===== config.mk =====
export PLATFORM = sky130hd
export DESIGN_NAME = tra_mes_arbiter
export DESIGN_NICKNAME = d
export VERILOG_FILES = /design/src/rtl/tra_mes_arbiter.sv
export SDC_FILE = /design/constraint.sdc
export NUM_CORES = 1
export LEC_CHECK = 0
export ABC_CLOCK_PERIOD_IN_PS = 8600
export CAP_MARGIN = 25
export CORE_AREA = 2 2 161 163
export CTS_CLUSTER_DIAMETER = 80
export CTS_CLUSTER_SIZE = 10
export DETAILED_ROUTE_END_ITERATION = 10
export DIE_AREA = 0 0 163 165
export PLACE_DENSITY = 0.56
export SLEW_MARGIN = 20
export SYNTH_ARGS = -nofsm -noshare
export SYNTH_HDL_FRONTEND = slang
export SYNTH_SLANG_ARGS = --single-unit
export TNS_END_PERCENT = 100

===== constraint.sdc =====
create_clock -name clk -period 8.6 [get_ports clk]
set_clock_uncertainty 0.2 [all_clocks]
set_input_delay 0.86 -clock clk [delete_from_list [all_inputs] [get_ports clk]]
set_output_delay 0.86 -clock clk [all_outputs]
set_load 0.05 [all_outputs]

===== src/rtl/tra_mes_arbiter.sv =====
// Round-robin arbiter that shares the transmit message buffer and sequences the CAN transmitter.
// Optional WAIT watchdog is built only when TRA_TIMEOUT_EN is defined.
module tra_mes_arbiter #(
  parameter int N_REQ       = 4,
  parameter int MSG_W       = 76,
  parameter int MAX_RETRY   = 3,
  parameter int TIMEOUT_CYC = 1024,
  parameter int CNT_W       = 8
) (
  input  logic                   clk,
  input  logic                   rst,
  input  logic [N_REQ-1:0]       req,
  input  logic [N_REQ*MSG_W-1:0] data_in,
  output logic [N_REQ-1:0]       grant,
  output logic                   buf_en,
  output logic [MSG_W-1:0]       buf_data,
  output logic [4:0]             act_bus,
  output logic                   tx_start,
  input  logic                   tx_done,
  input  logic                   tx_err,
  output logic                   busy,
  output logic                   drop,
  output logic [CNT_W-1:0]       err_cnt,
  output logic                   timeout
);

  localparam int PTR_W = (N_REQ > 1) ? $clog2(N_REQ) : 1;
  localparam int RTY_W = (MAX_RETRY > 0) ? $clog2(MAX_RETRY + 1) : 1;

  typedef enum logic [1:0] {IDLE, LOAD, START, ST_WAIT} state_t;

  state_t             state_q, state_d;
  logic [PTR_W-1:0]   ptr_q, ptr_d;
  logic [PTR_W-1:0]   sel_q, sel_d;
  logic [RTY_W-1:0]   retry_q, retry_d;
  logic [N_REQ-1:0]   grant_q, grant_d;
  logic               buf_en_q, buf_en_d;
  logic [MSG_W-1:0]   buf_data_q, buf_data_d;
  logic [4:0]         act_bus_q, act_bus_d;
  logic               tx_start_q, tx_start_d;
  logic               busy_q, busy_d;
  logic               drop_q, drop_d;
  logic [CNT_W-1:0]   err_cnt_q, err_cnt_d;
  logic               tmo_hit;

  logic [MSG_W-1:0]   msg_arr [N_REQ];
  logic [PTR_W-1:0]   sel_c;
  logic               found_c;
  logic [PTR_W-1:0]   ptr_inc;

  generate
    for (genvar gi = 0; gi < N_REQ; gi++) begin : g_slice
      assign msg_arr[gi] = data_in[gi*MSG_W +: MSG_W];
    end
  endgenerate

  // First requester at or after the pointer, wrapping around.
  always_comb begin
    sel_c   = '0;
    found_c = 1'b0;
    for (int k = 0; k < N_REQ; k++) begin
      if (!found_c && req[(int'(ptr_q) + k) % N_REQ]) begin
        found_c = 1'b1;
        sel_c   = PTR_W'((int'(ptr_q) + k) % N_REQ);
      end
    end
  end

  assign ptr_inc = (sel_q == PTR_W'(N_REQ - 1)) ? '0 : sel_q + PTR_W'(1);

`ifdef TRA_TIMEOUT_EN
  localparam int TO_W = $clog2(TIMEOUT_CYC + 1);
  logic [TO_W-1:0] to_cnt_q, to_cnt_d;
  logic            timeout_q;

  // Counter is zero in the first WAIT cycle because every entry passes through START.
  always_comb begin
    to_cnt_d = (state_q == ST_WAIT) ? to_cnt_q + TO_W'(1) : '0;
    tmo_hit  = (state_q == ST_WAIT) && (to_cnt_q == TO_W'(TIMEOUT_CYC - 1)) && !tx_done && !tx_err;
  end

  always_ff @(posedge clk or posedge rst) begin
    if (rst) begin
      to_cnt_q  <= '0;
      timeout_q <= 1'b0;
    end else begin
      to_cnt_q  <= to_cnt_d;
      timeout_q <= tmo_hit;
    end
  end

  assign timeout = timeout_q;
`else
  assign tmo_hit = 1'b0;
  assign timeout = 1'b0;
`endif

  always_comb begin
    state_d    = state_q;
    ptr_d      = ptr_q;
    sel_d      = sel_q;
    retry_d    = retry_q;
    grant_d    = '0;
    buf_en_d   = 1'b0;
    buf_data_d = buf_data_q;
    act_bus_d  = act_bus_q;
    tx_start_d = 1'b0;
    drop_d     = 1'b0;
    err_cnt_d  = err_cnt_q;
    case (state_q)
      IDLE: begin
        if (found_c) begin
          state_d    = LOAD;
          sel_d      = sel_c;
          grant_d    = N_REQ'(1) << sel_c;
          buf_en_d   = 1'b1;
          buf_data_d = msg_arr[sel_c];
          act_bus_d  = msg_arr[sel_c][20:16];
          retry_d    = '0;
        end
      end
      LOAD: begin
        state_d    = START;
        tx_start_d = 1'b1;
      end
      START: state_d = ST_WAIT;
      ST_WAIT: begin
        if (tx_done) begin
          state_d = IDLE;
          ptr_d   = ptr_inc;
        end else if (tx_err || tmo_hit) begin
          if (retry_q < RTY_W'(MAX_RETRY)) begin
            retry_d    = retry_q + RTY_W'(1);
            state_d    = START;
            tx_start_d = 1'b1;
          end else begin
            drop_d  = 1'b1;
            ptr_d   = ptr_inc;
            state_d = IDLE;
            if (err_cnt_q != '1) err_cnt_d = err_cnt_q + CNT_W'(1);
          end
        end
      end
      default: state_d = IDLE;
    endcase
    busy_d = (state_d != IDLE);
  end

  always_ff @(posedge clk or posedge rst) begin
    if (rst) begin
      state_q    <= IDLE;
      ptr_q      <= '0;
      sel_q      <= '0;
      retry_q    <= '0;
      grant_q    <= '0;
      buf_en_q   <= 1'b0;
      buf_data_q <= '0;
      act_bus_q  <= '0;
      tx_start_q <= 1'b0;
      busy_q     <= 1'b0;
      drop_q     <= 1'b0;
      err_cnt_q  <= '0;
    end else begin
      state_q    <= state_d;
      ptr_q      <= ptr_d;
      sel_q      <= sel_d;
      retry_q    <= retry_d;
      grant_q    <= grant_d;
      buf_en_q   <= buf_en_d;
      buf_data_q <= buf_data_d;
      act_bus_q  <= act_bus_d;
      tx_start_q <= tx_start_d;
      busy_q     <= busy_d;
      drop_q     <= drop_d;
      err_cnt_q  <= err_cnt_d;
    end
  end

  assign grant    = grant_q;
  assign buf_en   = buf_en_q;
  assign buf_data = buf_data_q;
  assign act_bus  = act_bus_q;
  assign tx_start = tx_start_q;
  assign busy     = busy_q;
  assign drop     = drop_q;
  assign err_cnt  = err_cnt_q;

endmodule


==> flow_metrics.py <==
metrics = {
    "run_status": {
        "outcome": "completed",
    },
    "final_layout": {
        "fillers": 2460,
        "antenna_cells": 0,
        "layout-drive-gt1-share": 0.0872,
        "area_growth_pct": 71.4,
        "stdcell_count": 1351,
        "layout.nets": 1331,
    },
    "floorplan": {
        "die_w_um": 163,
        "initial_core_util": 0.256,
        "coreArea_sq_mm": 0.0250,
        "die_y_um": 165,
        "rows": 58,
        "die_area_sq_mm": 0.0269,
        "num_io_pins": 410,
    },
    "synth": {
        "syn_avg_cell_area_sq_um": 9.80,
        "yosys.area.top_type": "dfrtp_1",
        "synthTopCellsByCount": "dfrtp_1, o21ai_0, mux2i_1, nor2_1, o22ai_1",
        "syn-cell-area_sq_mm": 0.00642,
        "ys_top_cells_by_area": "dfrtp_1, mux2i_1, a221oi_2, o21ai_0, o22ai_1",
        "synth-seq-cells": 100,
        "synth_edf_count": 0,
        "synth_warnings": 0,
        "ys.flop_type": "dfrtp_1",
        "synth_top_area_share": 0.390,
        "yosysSeqAreaShare": 0.390,
        "ys_types": 40,
        "async_flop_share": 1.00,
        "synthMostInstantiatedCell": "dfrtp_1",
        "synth_cells": 655,
        "syn-num-nets": 970,
    },
    "worst_setup_path": {
        "critical_path_arrival_ns": 4.14,
        "cp_num_buf_inv": 3,
        "worst_path_dominant_cell_family": "buffers and inverters",
        "slowest_delay_ns": 1.02,
        "critPathLaunchType": "input port",
        "cp_max_fo": 95,
        "worstPathCellList": "clkdlybuf4s50_1, nor4_1, nand2b_4, inv_4, buf_4, o21ai_0, o22ai_1",
        "slowest_stage": "clkdlybuf4s50_1",
        "cp-end-kind": "register",
        "required_ns": 8.66,
        "criticalPathCategory": "in2reg",
    },
    "sta": {
        "maxSlewHeadroom": 0.343,
        "finalHoldViolations": 0,
        "worst_slew_pin_slew_ns": 0.983,
        "fin_ws_ns": 4.52,
        "setup_viol_count_final": 0,
        "maxSlewViolCount": 0,
        "fin_crit_sh": 0.474,
        "max_freq_mhz": 245,
        "fin_tns_setup_ns": 0,
        "post-route-min-period_ns": 4.08,
        "rsz0062_at_grt": "false",
    },
    "route": {
        "drc": 0,
        "drt-total-wl_mm": 27.3,
        "post_drt_wl_per_cell_um": 20.2,
        "first_pass_iters": 6,
        "drtIter0Drc": 362,
        "antenna_left": 0,
        "viasPerCell": 4.97,
        "vias": 6712,
    },
    "grt": {
        "antenna_found_initial": 2,
        "grt_pass1_wl_mm": 39.5,
        "grt-ovfl-total": 0,
        "grt_pass1_vias": 6590,
        "grt_max_degree": 96,
        "grt_util_all_layers": 0.193,
    },
    "pwr": {
        "leakage_nw": 4.33,
        "power_mw": 3.31,
        "ir_drop_mv": 0.195,
        "p_per_area_mw_per_mm2": 301,
    },
    "clocking": {
        "cts_setup_buffers": 0,
        "cts.reportedPaths.clkPinSlew_ns": 0.08,
        "clock_latency_ns": 0.36,
        "post_cts_resized": 0,
        "h-tree-depth": 3,
        "cts_made_buffers": 9,
        "holdBufCountCts": 0,
        "clockBufferDepth": 2,
        "cts-root-buf": "clkbuf_16",
        "cts_sinks": 100,
        "cts_tree": "built",
    },
    "placement": {
        "port_buffers": 408,
        "dp.cells": 1334,
        "dp_hpwl_mm": 20.4,
        "dp_slack_ns": 4.18,
        "gp_congestion": 0.758,
    },
    "hold_path": {
        "hold_path.class": "reg2reg",
    },
    "run": {
        "drv_cap": 0,
    },
}
## where the power goes
part           internal, mW  total [mW]  switching (mW)
combinational         0.786        2.09            1.30
clock                 0.232       0.447           0.215
sequential            0.642       0.778           0.136
total                  1.66        3.31            1.65
## cells by family (layout without fill, tap and decap cells)
kind of cell | count (synthesis) | in the layout | share of synthesized area
multiplexers | 80 | 80 | 0.125
flip-flops | 100 | 100 | 0.390
adder cells (fa/ha/maj) | 3 | 3 | 0.00585
buffers and inverters | 75 | 441 | 0.0618
AND/OR/NAND/NOR | 123 | 123 | 0.0834
AO/OA/AOI/OAI | 266 | 266 | 0.323
other | 1 | 1 | 0.000584
XOR/XNOR | 7 | 7 | 0.00955
## registers in the layout (all words and copies together), names as in the netlist, 2 cells and up
name      count
sel_q         2
buf_data     76
retry_q       2
state_q       2
grant         4
err_cnt       8
ptr_q         2
## stage by stage
step / hold slack (ns) / area (sq um) / utilization
after global routing: 0.333 / 11000 / 0.439
after CTS: 0.286 / 11000 / 0.438
after floorplan: 0.254 / 6420 / -
final: 0.278 / 11000 / 0.439
after global placement: 0.270 / 10700 / 0.426
after detailed placement: 0.273 / 10700 / 0.426
## worst paths after layout
check,start,end,slack [ns],cells after the start
worst max-delay path,req[3],buf_data[18],4.52,7
worst min-delay path,err_cnt[5],err_cnt[5],0.28,1
worst max register to register,state_q[1],buf_data[18],5.61,6
worst min register to register,err_cnt[5],err_cnt[5],0.28,1
max in group asynchronous,rst,buf_data[19],6.22,3
min in group asynchronous,rst,buf_data[68],0.78,2
## placed cells by master (no fill, tap or decap), types with 2 or more instances in the layout
cell               n
a21boi_0           2
a21oi_1            2
a221oi_1          15
a221oi_2          49
a41oi_1           12
and2b_1            2
and3_1             2
buf_4             12
clkbuf_16          9
clkdlybuf4s50_1  408
dfrtp_1          100
ha_1               3
inv_1              2
inv_4              2
inv_6              2
inv_8              2
mux2_2             3
mux2i_1           77
nand2_1           13
nand3_1           17
nor2_1            71
nor2b_1            3
nor3_1             7
o21a_1             2
o21ai_0           99
o21ai_1            2
o21bai_1           2
o22ai_1           64
o2bb2ai_1         12
xnor2_1            3
xor2_1             4
## routing by layer
metal  vias up  wire (um)  global-route usage
met5         -         24                   0
li1       3251          -                   -
met4         4        558              0.0543
met2       269      13500               0.335
met1      3155      11000               0.233
met3        33       2200              0.0552
## cell type report
cell class | count | area (sq um) | share of cell area
Clock buffer | 9 | 225 | 0.0205
Clock inverter | 7 | 82.6 | 0.00751
Inverter | 4 | 20.0 | 0.00182
Multi-Input combinational cell | 480 | 3550 | 0.323
Sequential cell | 100 | 2500 | 0.228
Timing Repair Buffer | 421 | 4200 | 0.382
Tap cell | 330 | 413 | 0.0375
(Power assumes the default switching activity.)
